$ cat src/rtl/gray_cnt_pkg.sv
// gray_cnt_pkg: shared mode enum and width-agnostic Gray/binary conversion helpers.
package gray_cnt_pkg;
  localparam int GW = 64;
  typedef enum logic {CNT_WRAP, CNT_SAT} cnt_mode_e;
  // Callers zero-extend to GW bits and truncate the result back to their own width.
  function automatic logic [GW-1:0] bin2gray(input logic [GW-1:0] b);
    return b ^ (b >> 1);
  endfunction
  function automatic logic [GW-1:0] gray2bin(input logic [GW-1:0] g);
    logic [GW-1:0] b;
    for (int k = 0; k < GW; k++) b[k] = ^(g >> k);
    return b;
  endfunction
endpackage

$ cat src/rtl/gray_cnt_chan.sv
// gray_cnt_chan: one up/down counter channel with Gray image and flags, all registered from one next value.
import gray_cnt_pkg::*;
module gray_cnt_chan #(
  parameter int        W    = 8,
  parameter cnt_mode_e MODE = CNT_WRAP
) (
  input  logic         clk,
  input  logic         rst,
  input  logic         inc,
  input  logic         dec,
  input  logic         clr,
  output logic [W-1:0] cnt,
  output logic [W-1:0] gray,
  output logic         wrap,
  output logic         at_max,
  output logic         at_min
);
  logic [W-1:0] cnt_q, cnt_d, gray_q, gray_d;
  logic         wrap_q, wrap_d, at_max_q, at_max_d, at_min_q, at_min_d;
  logic         up, dn, top, bot, sat;
  always_comb begin
    sat      = (MODE == CNT_SAT);
    up       = inc & ~dec;
    dn       = dec & ~inc;
    top      = (cnt_q == '1);
    bot      = (cnt_q == '0);
    cnt_d    = clr ? '0 :
               (up && !(sat && top)) ? cnt_q + 1'b1 :
               (dn && !(sat && bot)) ? cnt_q - 1'b1 : cnt_q;
    wrap_d   = ~clr & ((up & top) | (dn & bot));
    gray_d   = W'(bin2gray(GW'(cnt_d)));
    at_max_d = (cnt_d == '1);
    at_min_d = (cnt_d == '0);
  end
  always_ff @(posedge clk or posedge rst) begin
    if (rst) begin
      cnt_q    <= '0;
      gray_q   <= '0;
      wrap_q   <= 1'b0;
      at_max_q <= 1'b0;
      at_min_q <= 1'b1;
    end else begin
      cnt_q    <= cnt_d;
      gray_q   <= gray_d;
      wrap_q   <= wrap_d;
      at_max_q <= at_max_d;
      at_min_q <= at_min_d;
    end
  end
  assign cnt    = cnt_q;
  assign gray   = gray_q;
  assign wrap   = wrap_q;
  assign at_max = at_max_q;
  assign at_min = at_min_q;
endmodule

$ cat src/rtl/gray_cnt_bank.sv
// gray_cnt_bank: N-channel Gray-coded event counter bank; GRAY_CNT_RX_EN adds a remote Gray-count receive synchroniser.
import gray_cnt_pkg::*;
module gray_cnt_bank #(
  parameter int W   = 8,
  parameter int N   = 4,
  parameter int SAT = 0
) (
  input  logic           clk,
  input  logic           rst,
  input  logic [N-1:0]   inc,
  input  logic [N-1:0]   dec,
  input  logic [N-1:0]   clr,
  output logic [N*W-1:0] cnt,
  output logic [N*W-1:0] gray,
  output logic [N-1:0]   wrap,
  output logic [N-1:0]   at_max,
`ifdef GRAY_CNT_RX_EN
  input  logic [N*W-1:0] rx_gray,
  output logic [N*W-1:0] rx_cnt,
`endif
  output logic [N-1:0]   at_min
);
  localparam cnt_mode_e MODE = (SAT != 0) ? CNT_SAT : CNT_WRAP;
  for (genvar i = 0; i < N; i++) begin : g_chan
    gray_cnt_chan #(.W(W), .MODE(MODE)) u_chan (
      .clk(clk), .rst(rst), .inc(inc[i]), .dec(dec[i]), .clr(clr[i]),
      .cnt(cnt[i*W +: W]), .gray(gray[i*W +: W]), .wrap(wrap[i]),
      .at_max(at_max[i]), .at_min(at_min[i])
    );
  end
`ifdef GRAY_CNT_RX_EN
  logic [N*W-1:0] s1_q, s2_q, rx_cnt_q, rx_cnt_d;
  always_comb begin
    rx_cnt_d = '0;
    for (int c = 0; c < N; c++) rx_cnt_d[c*W +: W] = W'(gray2bin(GW'(s2_q[c*W +: W])));
  end
  always_ff @(posedge clk or posedge rst) begin
    if (rst) begin
      s1_q     <= '0;
      s2_q     <= '0;
      rx_cnt_q <= '0;
    end else begin
      s1_q     <= rx_gray;
      s2_q     <= s1_q;
      rx_cnt_q <= rx_cnt_d;
    end
  end
  assign rx_cnt = rx_cnt_q;
`endif
endmodule

$ cat config.mk
export PLATFORM = sky130hd
export DESIGN_NAME = gray_cnt_bank
export DESIGN_NICKNAME = d
export VERILOG_FILES = /design/src/rtl/gray_cnt_pkg.sv /design/src/rtl/gray_cnt_chan.sv /design/src/rtl/gray_cnt_bank.sv
export SDC_FILE = /design/constraint.sdc
export NUM_CORES = 1
export LEC_CHECK = 0
export ABC_AREA = 0
export ABC_CLOCK_PERIOD_IN_PS = 5300
export CAP_MARGIN = 40
export CORE_UTILIZATION = 45
export DETAILED_ROUTE_END_ITERATION = 10
export GPL_ROUTABILITY_DRIVEN = 0
export GPL_TIMING_DRIVEN = 0
export PLACE_DENSITY = 0.7
export REMOVE_ABC_BUFFERS = 1
export SYNTH_ARGS = -nofsm -noshare
export SYNTH_HDL_FRONTEND = slang
export SYNTH_SLANG_ARGS = --single-unit
$ cat constraint.sdc
create_clock -name clk -period 5.3 [get_ports clk]
set_input_delay 1.06 -clock clk [delete_from_list [all_inputs] [get_ports clk]]
set_output_delay 1.06 -clock clk [all_outputs]
set_load 0.02 [all_outputs]
## Word level (Yosys, flattened, before mapping)

Cells that the tools add are included.

| storage, ports and cells | value |
|---|---|
| output and inout port bits | 76 |
| register bits after elaboration | 76 |
| input bits | 14 |
| logic and storage cells | 96 |

| cells by class | value |
|---|---|
| add/sub/neg operators | 8 |
| equality and inequality tests | 8 |
| multiplexer cells | 12 |
| reductions and logical operators | 8 |
| bitwise logic cells | 40 |

Operators by type and width:

| kind | count |
|---|---|
| 8-bit two-way mux | 12 |
| 8-bit == test, second input constant | 8 |
| 8-bit zero test | 8 |
| 8-bit by 1-bit adder with 8-bit output, second input constant | 4 |
| 8-bit by 1-bit subtractor with 8-bit output, second input constant | 4 |
| 8-bit by 7-bit XOR with 8-bit output | 4 |
| 1-bit bitwise AND | 20 |
| 1-bit inverter | 12 |
| 1-bit bitwise OR | 4 |

## Depth between registers and ports, before layout

Gate-level depths: netlist of the first run.

| logic depth | value |
|---|---|
| depth after elaboration | 6 |
| gate-level depth with buffers | 9 |

## Hierarchy

Synthesis of the first run repeated with hierarchy kept, for this count alone.

| unflattened totals | value |
|---|---|
| cells, all modules | 372 |
| area total of the unflattened synthesis | 4,058.9 µm² |

By module, submodules not included:

| module | instances | cells each | area each (µm²) |
|---|---|---|---|
| gray_cnt_chan | 4 | 93 | 1,014.7 |

## Least setup slack after synthesis of the first run

OpenSTA, ideal clock, no wires.

| timing path | value |
|---|---|
| kind | input to register |
| from | in dec[3] |
| to | reg g_chan[3].u_chan.at_max_q |
| slack | 2.823 ns |
| path buffers | 0 |
| data required time | 5.180 ns |
| data arrival time | 2.356 ns |
| cell stages on the path | 7 |
| path through | or3b_4 > nor2_2 > or3_1 > and2_1 > nor2b_1 > ha_1 > and4_1 |

| between the ends | value |
|---|---|
| word-level cells in the longest chain between the ends | 5 |

RTL lines:

| what | RTL line | text |
|---|---|---|
| from (decl) | gray_cnt_bank.sv:11 | `input logic [N-1:0] dec,` |
| 1-bit bitwise AND or 1-bit inverter (tied branches) | gray_cnt_chan.sv:24, gray_cnt_chan.sv:23 |  |
| 8-bit two-way mux or 1-bit bitwise AND (tied branches) | gray_cnt_chan.sv:29, gray_cnt_chan.sv:23 |  |
| 8-bit two-way mux * | gray_cnt_chan.sv:28 | `(up && !(sat && top)) ? cnt_q + 1'b1 :` |
| 8-bit two-way mux * | gray_cnt_chan.sv:27 | `cnt_d = clr ? '0 :` |
| net g_chan[3].u_chan.cnt_d[5] | gray_cnt_chan.sv:18 | `logic [W-1:0] cnt_q, cnt_d, gray_q, gray_d;` |
| 8-bit == test * | gray_cnt_chan.sv:32 | `at_max_d = (cnt_d == '1);` |
| net g_chan[3].u_chan.at_max_d | gray_cnt_chan.sv:19 | `logic wrap_q, wrap_d, at_max_q, at_max_d, at_min_q, at_min_d;` |
| to (signal assigned) | gray_cnt_chan.sv:46 | `at_max_q <= at_max_d;` |
| to (decl) | gray_cnt_chan.sv:19 |  |

Mark *: on every way through the listed nets, which the timed path passes. The rest lies on a longest branch.

## Final worst setup path of the first run

Same ends and word-level chain as after synthesis.

==> results.py, run 1 <==
metrics = {
    "power": {
        "p_leak_nw": 2.365,
        "total_power_w": 0.001840,
        "p_per_area_nw_per_um2": 352.8,
        "irDropWorstVdd_mv": 0.2081,
    },
    "finish": {
        "final_cell_area_um2": 5215,
        "diodes": 0,
        "area_growth_pct": 27.54,
        "layout.nets": 524,
        "drive_gt1_frac": 0.08280,
        "fillers": 764,
    },
    "worst_setup_path": {
        "crit_chain": "clkdlybuf4s50_1 > nand2b_1 > nor3_1 > or3_1 > and2_1 > nor2b_1 > ha_1 > and4_1",
        "path_buf_inv": 1,
        "critPathKind": "primary input to register",
        "slowest_delay_ns": 0.51,
        "required_ns": 5.52,
        "critical_path.max_fanout": 5,
        "cp_top_family": "simple AND/OR/NAND/NOR gates",
        "crit_arrival_ns": 2.99,
        "endpoint_kind": "register",
        "cp_slowest_cell": "clkdlybuf4s50_1",
        "critPathLaunchType": "primary input",
    },
    "sta": {
        "period_minus_slack_ns": 2.774,
        "fmax_ghz": 0.3605,
        "finalSetupViolations": 0,
        "report.final.hold_viol_count": 0,
        "max_slew_margin": 0.6653,
        "rsz0062_at_grt": "false",
        "finalSetupTns_ns": 0,
        "fin_crit_sh": 0.5233,
        "skew_ns": 0.007039,
        "tightest_slew_ns": 0.5005,
        "slew_viol_final": 0,
    },
    "clock_tree": {
        "htreeDepth": 3,
        "clk_pin_slew_worst_paths_ns": 0.07,
        "cts_buffer_depth": 2,
        "cts_resized": 0,
        "cts_tree": "built",
        "post_cts_buffers": 0,
        "cts_buffers": 9,
        "numClockSinks": 72,
        "clockRootBuffer": "clkbuf_8",
        "hold_buffers": 0,
        "clock_latency_ns": 0.33,
    },
    "place": {
        "portBuffers": 89,
        "placed_area_um2": 4997,
        "dp_hpwl_um": 6144,
    },
    "synth": {
        "synthesis.area_um2": 4089,
        "synth_area_leaders": "dfrtp_1 42%, ha_1 13%, xnor2_1 4.7%, inv_1 3.4%, buf_4 2.9%",
        "synth.avg_cell_area_um2": 10.59,
        "synth_commonest_cells": "68 x dfrtp_1, 44 x ha_1, 37 x inv_1, 24 x nor2_1, 22 x xnor2_1",
        "yosysWarnings": 0,
        "ys_seq_area_frac": 0.4419,
        "ys_ff_latch": 72,
        "ys_async_sr_fraction": 1.000,
        "synth_cells": 386,
        "synth-main-ff-cell": "dfrtp_1",
        "synth_top_area_frac": 0.4162,
        "synth-edff-count": 0,
        "yosysMostFrequentCell": "dfrtp_1",
        "synth_top_area_cell": "dfrtp_1",
        "synth.distinct_cells": 61,
    },
    "floorplan": {
        "die-area_um2": 9472,
        "rows": 34,
        "dieWidth_um": 97.33,
        "start_util": 0.4666,
        "die_h_um": 97.33,
        "fp.coreArea_um2": 8763,
        "pin_count": 90,
    },
    "global_routing": {
        "grt_first_pass_wirelength_um": 14640,
        "grt_overflow": 0,
        "grt_max_degree": 38,
        "grtUsageTotal": 0.1900,
        "grt_pass1_vias": 3001,
        "antenna_found_initial": 0,
    },
    "status": {
        "status": "finished clean",
    },
    "routing": {
        "drt-wirelength-per-cell_um": 14.25,
        "vias": 2991,
        "avgViaCountPerCell": 5.166,
        "drc": 0,
        "dr.first_iter.drc_count": 92,
        "totalWireLength_um": 8248,
        "ant_nets": 0,
        "dr.pass1.iters": 4,
    },
    "run": {
        "drv_cap": 0,
    },
    "min_path": {
        "hold_class": "register to register",
    },
}
[cells in the final DEF (no fill, tap or decap), drive strengths merged, types with 3 or more instances in the layout]
cell            n
and3            4
or3             6
xor2            7
a21oi           7
nand3           8
nor2b          12
o21ai           5
xnor2          22
nand3b          3
nor3           14
and4            9
a211oi          6
or3b            5
or4             3
inv            39
dfstp           4
nor2           28
a22oi           5
a31oi           4
dfrtp          68
nand4b          3
o22ai           5
clkdlybuf4s50  89
nor4            3
clkbuf         14
nand2           7
ha             44
nand2b         13
[stage by stage]
step | setup WS, ns | hold WS, ns | cells | utilization
floorplan | 2.422 | 0.6671 | 365 | -
global placement | 1.234 | 0.6135 | 562 | 0.5677
detailed placement | 2.155 | 0.6083 | 563 | 0.5702
CTS | 2.521 | 0.6260 | 579 | 0.5951
global route | 2.421 | 0.6537 | 579 | 0.5951
finish | 2.526 | 0.6217 | 579 | 0.5951
[tightest hold or removal path, delay by kind of cell (launching register included)]
family,cells,cell delay (ns)
DFF,1,0.43
and+or+nand+nor,1,0.10
AOI/OAI and AO/OA,1,0.06
[kinds of logic after synthesis]
logic type,Yosys count,share of synthesized area
compound gates,44,0.07956
xor+xnor,29,0.06212
mux,4,0.01040
flops,72,0.4419
fa+ha+maj,44,0.1346
simple gates,133,0.2013
buf+inv,60,0.07007
[final cells by class]
cell class	count	area, µm²	area share
clock buffer	14	182.7	0.03503
sequential	72	1807	0.3464
tap	108	135.1	0.02591
multi-input combinational	254	1996	0.3827
clock inverter	2	35.03	0.006718
inverter	39	148.9	0.02855
timing repair buffer	90	910.9	0.1747
[final timing paths]
path | cells past startpoint | slack (ns) | from | end
hold / removal | 2 | 0.62 | g_chan[1].u_chan.cnt[7]$_DFF_PP0_ | g_chan[1].u_chan.wrap$_DFF_PP0_
max in group asynchronous | 3 | 3.59 | rst | g_chan[1].u_chan.at_min$_DFF_PP1_
min in group asynchronous | 2 | 1.10 | rst | g_chan[2].u_chan.gray[6]$_DFF_PP0_
hold reg to reg | 2 | 0.62 | g_chan[1].u_chan.cnt[7]$_DFF_PP0_ | g_chan[1].u_chan.wrap$_DFF_PP0_
setup / recovery | 8 | 2.53 | dec[3] | g_chan[3].u_chan.at_max$_DFF_PP0_
setup reg to reg | 9 | 3.09 | g_chan[3].u_chan.cnt[1]$_DFF_PP0_ | g_chan[3].u_chan.at_max$_DFF_PP0_
[report_power, final]
| group | total, W | switching [W] | internal (W) |
|---|---|---|---|
| Clock | 0.000465 | 0.000196 | 0.000269 |
| Sequential | 0.000727 | 0.0000751 | 0.000652 |
| Combinational | 0.000647 | 0.000338 | 0.000310 |
[per-layer routing]
metal  wire [µm]  vias to the layer above  track usage
met2        3850                       78       0.3044
met1        3853                     1428       0.2547
met5           0                        -            0
met4          95                        0      0.04977
li1            -                     1473            -
met3         449                       12      0.05252
[registers in the layout (all words and copies together) (netlist names)]
signal / flops
g_chan.u_chan.at_min: 4
g_chan.u_chan.at_max: 4
g_chan.u_chan.gray: 28
g_chan.u_chan.cnt: 32
g_chan.u_chan.wrap: 4
(Power assumes the default switching activity.)
==> inputs of run 2 (changes only) <==
--- a/config.mk
+++ b/config.mk
@@ -6,7 +6,7 @@
 export NUM_CORES = 1
 export LEC_CHECK = 0
 export ABC_AREA = 0
-export ABC_CLOCK_PERIOD_IN_PS = 5300
+export ABC_CLOCK_PERIOD_IN_PS = 2700
 export CAP_MARGIN = 40
 export CORE_UTILIZATION = 45
 export DETAILED_ROUTE_END_ITERATION = 10
==> constraint.sdc (replaced) <==
create_clock -name clk -period 2.7 [get_ports clk]
set_input_delay 0.54 -clock clk [delete_from_list [all_inputs] [get_ports clk]]
set_output_delay 0.54 -clock clk [all_outputs]
set_load 0.02 [all_outputs]
==> results of run 2 <==
The final DEF is identical to that of run 1. Status: finished clean.
Main changes from that run: setup slack after placement 2.155 ns -> 0.07481 ns; setup slack after layout 2.526 ns -> 0.4463 ns; hold slack 0.6217 ns -> 0.5757 ns; register-to-register setup slack 3.09 ns -> 0.49 ns; total power 0.001840 W -> 0.003611 W; worst IR drop on VDD 0.2081 mV -> 0.4085 mV
==> inputs of run 3 (changes only) <==
--- a/config.mk
+++ b/config.mk
@@ -6,13 +6,13 @@
 export NUM_CORES = 1
 export LEC_CHECK = 0
 export ABC_AREA = 0
-export ABC_CLOCK_PERIOD_IN_PS = 2700
+export ABC_CLOCK_PERIOD_IN_PS = 1800
 export CAP_MARGIN = 40
 export CORE_UTILIZATION = 45
 export DETAILED_ROUTE_END_ITERATION = 10
 export GPL_ROUTABILITY_DRIVEN = 0
 export GPL_TIMING_DRIVEN = 0
-export PLACE_DENSITY = 0.7
+export PLACE_DENSITY = 0.73
 export REMOVE_ABC_BUFFERS = 1
 export SYNTH_ARGS = -nofsm -noshare
 export SYNTH_HDL_FRONTEND = slang
==> constraint.sdc (replaced) <==
create_clock -name clk -period 1.8 [get_ports clk]
set_input_delay 0.36 -clock clk [delete_from_list [all_inputs] [get_ports clk]]
set_output_delay 0.36 -clock clk [all_outputs]
set_load 0.02 [all_outputs]
==> results.py, run 3 (synthesized netlist as in run 1, its figures left out) <==
metrics = {
    "power": {
        "pwr-share-seq": 0.367,
        "total_power_w": 0.005931,
        "p_switching_w": 0.002063,
        "p_int_w": 0.003868,
        "p_sw_frac": 0.3479,
        "p_leak_nw": 2.963,
        "combPwrFrac": 0.416,
        "p_per_area_nw_per_um2": 940.2,
        "power_frac_clock": 0.217,
        "irDropWorstVdd_mv": 0.5838,
    },
    "place": {
        "dp_cells": 563,
        "dp_hpwl_um": 6044,
        "dp_slack_ns": -0.6608,
        "placed_area_um2": 4997,
        "portBuffers": 89,
    },
    "global_routing": {
        "grt_first_pass_wirelength_um": 16350,
        "grt_max_degree": 44,
        "grt_overflow": 0,
        "antenna_found_initial": 0,
        "grtUsageTotal": 0.2125,
        "grt_pass1_vias": 3446,
    },
    "sta": {
        "slew_viol_final": 0,
        "report.final.hold_viol_count": 0,
        "finalSetupViolations": 16,
        "rsz0062_at_grt": "true",
        "fin_ws_ns": -0.2297,
        "fmax_ghz": 0.4927,
        "fin_crit_sh": 1.128,
        "period_minus_slack_ns": 2.030,
        "skew_ns": 0.009160,
        "max_slew_margin": 0.5799,
        "tightest_slew_ns": 0.6282,
    },
    "clock_tree": {
        "numClockSinks": 72,
        "clockRootBuffer": "clkbuf_8",
        "cts_tree": "built",
        "clk_pin_slew_worst_paths_ns": 0.08,
        "cts_buffers": 9,
        "clock_latency_ns": 0.33,
        "hold_buffers": 0,
        "cts_buffer_depth": 2,
        "htreeDepth": 3,
    },
    "finish": {
        "fin_cells": 635,
        "largest_reg_flops": 32,
        "final_cell_area_um2": 6309,
        "diodes": 0,
        "area_growth_pct": 54.28,
        "layout.nets": 580,
        "drive_gt1_frac": 0.4137,
        "layout_common_cells": "51 x clkdlybuf4s50_1, 49 x dfrtp_1, 47 x buf_4",
        "final_common_cell": "clkdlybuf4s50_1",
    },
    "routing": {
        "dr.pass1.iters": 4,
        "dr.first_iter.drc_count": 97,
        "drt-wirelength-per-cell_um": 16.32,
        "totalWireLength_um": 10360,
        "ant_nets": 0,
        "drc": 0,
        "vias": 3347,
        "avgViaCountPerCell": 5.271,
    },
    "run": {
        "drv_cap": 0,
    },
    "status": {
        "violations": "negative setup slack",
        "status": "finished, violations left",
    },
    "floorplan": {
        "start_util": 0.4666,
        "dieWidth_um": 97.33,
        "pin_count": 90,
        "die-area_um2": 9472,
        "rows": 34,
        "fp.coreArea_um2": 8763,
        "die_h_um": 97.33,
    },
    "worst_setup_path": {
        "critPathLaunchType": "register",
        "required_ns": 2.07,
        "critPathKind": "register to register",
        "critical_path.max_fanout": 6,
        "crit_arrival_ns": 2.30,
        "endpoint_kind": "register",
    },
    "min_path": {
        "hold_class": "primary input to async pin",
    },
}
-- run 3: worst paths after layout --
| check | startpoint | end | slack, ns | cells after the start |
|---|---|---|---|---|
| max | g_chan[3].u_chan.cnt[1]$_DFF_PP0_ | g_chan[3].u_chan.at_max$_DFF_PP0_ | -0.23 | 8 |
| min | rst | g_chan[3].u_chan.cnt[0]$_DFF_PP0_ | 0.37 | 2 |
| max reg2reg | g_chan[3].u_chan.cnt[1]$_DFF_PP0_ | g_chan[3].u_chan.at_max$_DFF_PP0_ | -0.23 | 8 |
| min reg2reg | g_chan[2].u_chan.cnt[7]$_DFF_PP0_ | g_chan[2].u_chan.wrap$_DFF_PP0_ | 0.65 | 2 |
| max in group asynchronous | rst | g_chan[2].u_chan.at_min$_DFF_PP1_ | 0.80 | 3 |
| min in group clk | g_chan[2].u_chan.cnt[7]$_DFF_PP0_ | g_chan[2].u_chan.wrap$_DFF_PP0_ | 0.65 | 2 |
-- run 3: worst max-delay path, stage by stage (launching register included) --
cell and delay, ns:
dfrtp_2 0.46, ha_4 0.16, and4b_2 0.26, nand4_1 0.14
and3_4 0.23, or3_4 0.35, inv_4 0.08, ha_4 0.12
and4_1 0.17
-- run 3: through the flow --
step / util / TNS (ns) / hold WS [ns]
floorplan: - / -27.43 / 0.4159
global placement: 0.5677 / -124.46 / 0.6109
detailed placement: 0.5702 / -18.92 / 0.6143
CTS: 0.6623 / -0.8525 / 0.3762
global route: 0.7199 / -3.111 / 0.4076
finish: 0.7199 / -1.663 / 0.3684
-- run 3: layer usage --
| metal | part of all wire | GRT usage |
|---|---|---|
| met1 | 0.42 | 0.2616 |
| met2 | 0.51 | 0.3640 |
| met3 | 0.050 | 0.04892 |
| met4 | 0.014 | 0.07805 |
| met5 | 0 | 0 |
-- run 3: final cells by class --
cell class	count	area [µm²]
clock buffer	13	158.9
clock inverter	3	40.04
fill	577	2455
inverter	39	156.4
multi-input combinational	254	2631
sequential	72	1831
tap	108	135.1
timing repair buffer	146	1356
-- run 3: power groups by stage --
stage	combinational (W)	sequential (W)	clock [W]
after floorplan	0.000697	0.00252	0
after global placement	0.00188	0.00217	0
after detailed placement	0.00190	0.00218	0
after CTS	0.00220	0.00216	0.00131
after global routing	0.00264	0.00221	0.00139
final	0.00247	0.00218	0.00129
-- run 3: timing repair --
action                     4_1_cts  5_1_grt
gates cloned                     0        0
buffers inserted                37       22
gates resized for setup        121       85
setup endpoints to repair       52       40
pin swaps                       25       39
